## src/rtl/sub_pkg.sv

```systemverilog
// Shared definitions for the bit-serial subtractor.
// Holds the FSM state encoding and the default operand width.
package sub_pkg;

    typedef enum logic [1:0] {
        S_IDLE = 2'd0,
        S_RUN  = 2'd1,
        S_DONE = 2'd2
    } state_t;

    localparam int DEFAULT_WIDTH = 8;

endpackage

```

## src/rtl/fs_cell.sv

```systemverilog
// One-bit full subtractor: computes a - b - bi.
// Ports: a, b, bi (inputs); di difference bit, bo borrow-out.
module fs_cell (
    input  logic a,
    input  logic b,
    input  logic bi,
    output logic di,
    output logic bo
);

    assign di = a ^ b ^ bi;
    assign bo = (~a & b) | (~a & bi) | (b & bi);

endmodule

```

## src/rtl/serial_subtractor.sv

```systemverilog
// Bit-serial subtractor: d = x - y - bin, one bit per clock, LSB first.
// Ports: clk, rst (async, active high), start, x, y, bin in;
//        busy, done (1-cycle pulse), d, bout, ovf out.
module serial_subtractor
    import sub_pkg::*;
#(
    parameter int WIDTH = DEFAULT_WIDTH
) (
    input  logic             clk,
    input  logic             rst,
    input  logic             start,
    input  logic [WIDTH-1:0] x,
    input  logic [WIDTH-1:0] y,
    input  logic             bin,
    output logic             busy,
    output logic             done,
    output logic [WIDTH-1:0] d,
    output logic             bout,
    output logic             ovf
);

    localparam int CW = $clog2(WIDTH + 1);

    state_t           state_q, state_d;
    logic [CW-1:0]    cnt_q, cnt_d;
    logic [WIDTH-1:0] xs_q, xs_d;
    logic [WIDTH-1:0] ys_q, ys_d;
    logic [WIDTH-1:0] d_q, d_d;
    logic             borrow_q, borrow_d;
    logic             bout_q, bout_d;
    logic             ovf_q, ovf_d;

    logic cell_di;
    logic cell_bo;
    logic last_bit;

    fs_cell u_cell (
        .a  (xs_q[0]),
        .b  (ys_q[0]),
        .bi (borrow_q),
        .di (cell_di),
        .bo (cell_bo)
    );

    assign last_bit = (cnt_q == CW'(WIDTH - 1));

    always_comb begin
        state_d  = state_q;
        cnt_d    = cnt_q;
        xs_d     = xs_q;
        ys_d     = ys_q;
        d_d      = d_q;
        borrow_d = borrow_q;
        bout_d   = bout_q;
        ovf_d    = ovf_q;
        case (state_q)
            S_IDLE, S_DONE: begin
                if (start) begin
                    xs_d     = x;
                    ys_d     = y;
                    borrow_d = bin;
                    cnt_d    = '0;
                    state_d  = S_RUN;
                end else if (state_q == S_DONE) begin
                    state_d = S_IDLE;
                end
            end
            S_RUN: begin
                xs_d     = xs_q >> 1;
                ys_d     = ys_q >> 1;
                d_d      = {cell_di, d_q[WIDTH-1:1]};
                borrow_d = cell_bo;
                cnt_d    = cnt_q + CW'(1);
                if (last_bit) begin
                    // xs_q[0]/ys_q[0] now hold the operand sign bits
                    bout_d  = cell_bo;
                    ovf_d   = (xs_q[0] != ys_q[0]) && (cell_di != xs_q[0]);
                    state_d = S_DONE;
                end
            end
            default: state_d = S_IDLE;
        endcase
    end

    always_ff @(posedge clk or posedge rst) begin
        if (rst) begin
            state_q  <= S_IDLE;
            cnt_q    <= '0;
            xs_q     <= '0;
            ys_q     <= '0;
            d_q      <= '0;
            borrow_q <= 1'b0;
            bout_q   <= 1'b0;
            ovf_q    <= 1'b0;
        end else begin
            state_q  <= state_d;
            cnt_q    <= cnt_d;
            xs_q     <= xs_d;
            ys_q     <= ys_d;
            d_q      <= d_d;
            borrow_q <= borrow_d;
            bout_q   <= bout_d;
            ovf_q    <= ovf_d;
        end
    end

    assign busy = (state_q == S_RUN);
    assign done = (state_q == S_DONE);
    assign d    = d_q;
    assign bout = bout_q;
    assign ovf  = ovf_q;

endmodule

```

## config.mk

```make
export PLATFORM = sky130hd
export DESIGN_NAME = serial_subtractor
export DESIGN_NICKNAME = d
export VERILOG_FILES = /design/src/rtl/sub_pkg.sv /design/src/rtl/fs_cell.sv /design/src/rtl/serial_subtractor.sv
export SDC_FILE = /design/constraint.sdc
export NUM_CORES = 1
export LEC_CHECK = 0
export CAP_MARGIN = 10
export CORE_MARGIN = 3
export CORE_UTILIZATION = 45
export DETAILED_ROUTE_END_ITERATION = 7
export GPL_ROUTABILITY_DRIVEN = 0
export PLACE_DENSITY = 0.82
export SYNTH_ARGS = -nofsm -noshare
export SYNTH_HDL_FRONTEND = slang
export SYNTH_SLANG_ARGS = --single-unit
export TNS_END_PERCENT = 100
```

## constraint.sdc

```tcl
create_clock -name clk -period 1.95 [get_ports clk]
set_input_delay 0.4875 -clock clk [delete_from_list [all_inputs] [get_ports clk]]
set_output_delay 0.4875 -clock clk [all_outputs]
set_load 0.01 [all_outputs]
```

==> results.yml <==
timing:
  slew_violations: 0
  rsz0062_at_grt: "false"
  timing.setup.tns_ps: 0
  setup_ws_ps: 222
  finalCritPeriodShare_pct: 88.6
  hold_viol: 0
  fin_worst_skew_ps: 2.89
  worst_pin_slew_ps: 409
  relSlewSlack_pct: 72.7
  clock.fmax_ghz: 0.579
  finalCriticalPeriod_ps: 1730
  final-setup-viol-count: 0
  whs_ps: 489
setup_path:
  crit_type: "flop to output port"
  crit_fanout: 3
  crit_path_top_delay_cell: "clkdlybuf4s50_1"
  cp-start-kind: "flop"
  worstSetupEndpointType: "output port"
  ff2ff_path_depth: 4
  cp.buffers_inverters: 1
  arrival_ps: 1240
  path_cells: "clkdlybuf4s50_1"
  critPathMaxStageDelay_ps: 540
  crit-reg2reg-launch: "borrow_q"
  rrSetupSlack_ps: 390
  rr_endpoint: "ovf"
  critical_path_required_ps: 1460
  path_delay_family: "buffers and inverters"
hold_path:
  hp-class: "flop to flop"
  min_from: "ys_q[4]"
  whs_path_depth: 1
  hold_end: "ys_q[4]"
placed_design:
  place_ws_ps: 139
  numPlacedInstances: 176
  hpwl_um: 1730
  portBuffers: 31
run:
  maxCapViolCount: 0
global_routing:
  grt_start_max_net_pins: 34
  grt_overflow_total: 0
  grt_pass1_vias: 964
  grt_usage_pct: 13.6
  grt_first_pass_wirelength_um: 4200
  antenna_found_initial: 0
yosys:
  yosysTopAreaCellShare_pct: 57.5
  synth_largest_area_cell: "dfrtp_1"
  ys_seq_area_share_pct: 57.5
  ys_ff_latch: 33
  netlist_top_cells_area: "dfrtp_1 57%, a22o_1 11%, mux2_2 7.8%"
  synthCells: 107
  yosysUniqueCellTypes: 23
  syn_nets: 130
  syn_area_um2: 1440
  yosysWarnings: 0
  syn_avg_cell_area_um2: 13.4
cells_and_area:
  area_growth_pct: 28.9
  num-nets-final: 165
  layout-drive-gt1-share_pct: 16.9
  nFillCells: 250
  antenna-diode-count: 0
  fin_cells: 184
pwr:
  p_leak_nw: 0.917
  peakVddDrop_mv: 0.746
  power-per-cell-area_nw_per_um2: 1610
floorplan:
  start_util_pct: 49.5
  coreArea_um2: 2900
  die-area_um2: 3910
  die_x_um: 62.5
  die_y_um: 62.5
  ioPinCount: 32
  rows: 19
detailed_routing:
  drcViolationCount: 0
  first_pass_iters: 4
  drtIter0Drc: 42
  drt-total-wl_um: 2510
  post_drt_wl_per_cell_um: 13.6
  vias_per_cell: 5.28
  vias: 972
  drtAntennaViolNets: 0
clock_network:
  numCtsBuffers: 5
  cts.hold.buffers_added: 0
  cts_tree: "done"
  cts.sinks: 33
  clock_latency_ps: 320
  h-tree-depth: 2
  clk_pin_slew_worst_paths_ps: 90
  cts_buffer_depth: 2
  root_buffer: "clkbuf_4"
run_status:
  status: "finished clean"
## metal layers
metal,vias up,wire length [um],track usage [%],part of all wire (%)
li1,455,-,-,-
met1,481,1150,16.1,46
met2,31,1180,22.2,47
met3,5,144,4.14,5.7
met4,0,37,7.44,1.5
met5,-,0,0,0
## worst max-delay path by stage
stage,cells past startpoint,startpoint,endpoint,slack [ps]
2_1_floorplan,4,borrow_q,ovf,460
3_3_place_gp,5,start,xs_q[4],180
3_5_place_dp,5,start,ys_q[0],140
4_1_cts,2,state_q[0],busy,2
5_1_grt,1,d[6],d[6],150
6_report,1,d[4],d[4],220
## power breakdown
part           leakage [nW]  switching (mW)  internal, mW
Combinational         0.480           0.582         0.797
Sequential            0.406           0.208          1.01
Clock                0.0314           0.211         0.170
## layout by cell type, fill, tap and decap left out, drive strengths merged
master         netlist  layout
a21o                14      14
a21oi                1       1
a221o                1       1
a22o                18      18
buf                  7       4
clkbuf               0       7
clkdlybuf4s50        0      29
dfrtp               33      33
dlymetal6s2s         0       2
fa                   1       1
ha                   2       2
inv                  2       2
mux2                10      10
mux2i                2       2
nand2                3       3
nand2b               1       1
nand4                1       1
nor2                 3       3
nor2b                4       4
nor3                 1       1
nor3b                1       1
o21ai                1       1
xor2                 1       1
## stage by stage
stage          total power [mW]  util [%]  area (um2)
2_1_floorplan              2.17         -        1440
3_3_place_gp               2.54      61.5        1780
3_5_place_dp               2.62      61.5        1780
4_1_cts                    3.01      63.7        1850
5_1_grt                    3.20      63.8        1850
6_report                   2.97      63.8        1850
## timing repair
item	in CTS	in global routing
setup buffers	1	0
setup endpoints to repair	1	2
gates resized for setup	0	2
hold endpoints to repair	0	0
## flip-flops by register name, summed over array words and instances (netlist names)
signal and flops:
ys_q 8, d 8, cnt_q 4, xs_q 8
state_q 2, bout 1, ovf 1, borrow_q 1
## cell families after synthesis
| family | count (synthesis) | share of synthesized area (%) |
|---|---|---|
| multiplexers | 12 | 9.23 |
| buffers and inverters | 9 | 3.31 |
| flip-flops | 33 | 57.5 |
| adder cells (fa/ha/maj) | 3 | 3.14 |
| XOR/XNOR | 1 | 0.610 |
| AO/OA/AOI/OAI | 35 | 19.7 |
| AND/OR/NAND/NOR | 14 | 6.53 |
## cells in the mapped netlist
| cell | count |
|---|---|
| buf_2 | 5 |
| inv_1 | 2 |
| nor2b_1 | 3 |
| mux2_2 | 10 |
| nand2_1 | 3 |
| nor3_1 | 1 |
| o21ai_0 | 1 |
| a22o_1 | 18 |
| nor2_1 | 2 |
| nand4_1 | 1 |
| mux2i_1 | 2 |
| ha_1 | 2 |
| a221o_1 | 1 |
| nor3b_4 | 1 |
| xor2_1 | 1 |
| nor2b_2 | 1 |
| a21o_1 | 14 |
| nor2_4 | 1 |
| buf_4 | 2 |
| fa_1 | 1 |
| a21oi_1 | 1 |
| dfrtp_1 | 33 |
| nand2b_1 | 1 |
## final cells by class
class | count | area (um2) | area share [%]
sequential | 33 | 826 | 44.6
inverter | 2 | 7.51 | 0.405
tap | 42 | 52.6 | 2.84
clock buffer | 7 | 55.1 | 2.97
multi-input combinational | 65 | 566 | 30.5
timing repair buffer | 35 | 345 | 18.6
No activity file was read; power rests on OpenSTA's default activity.
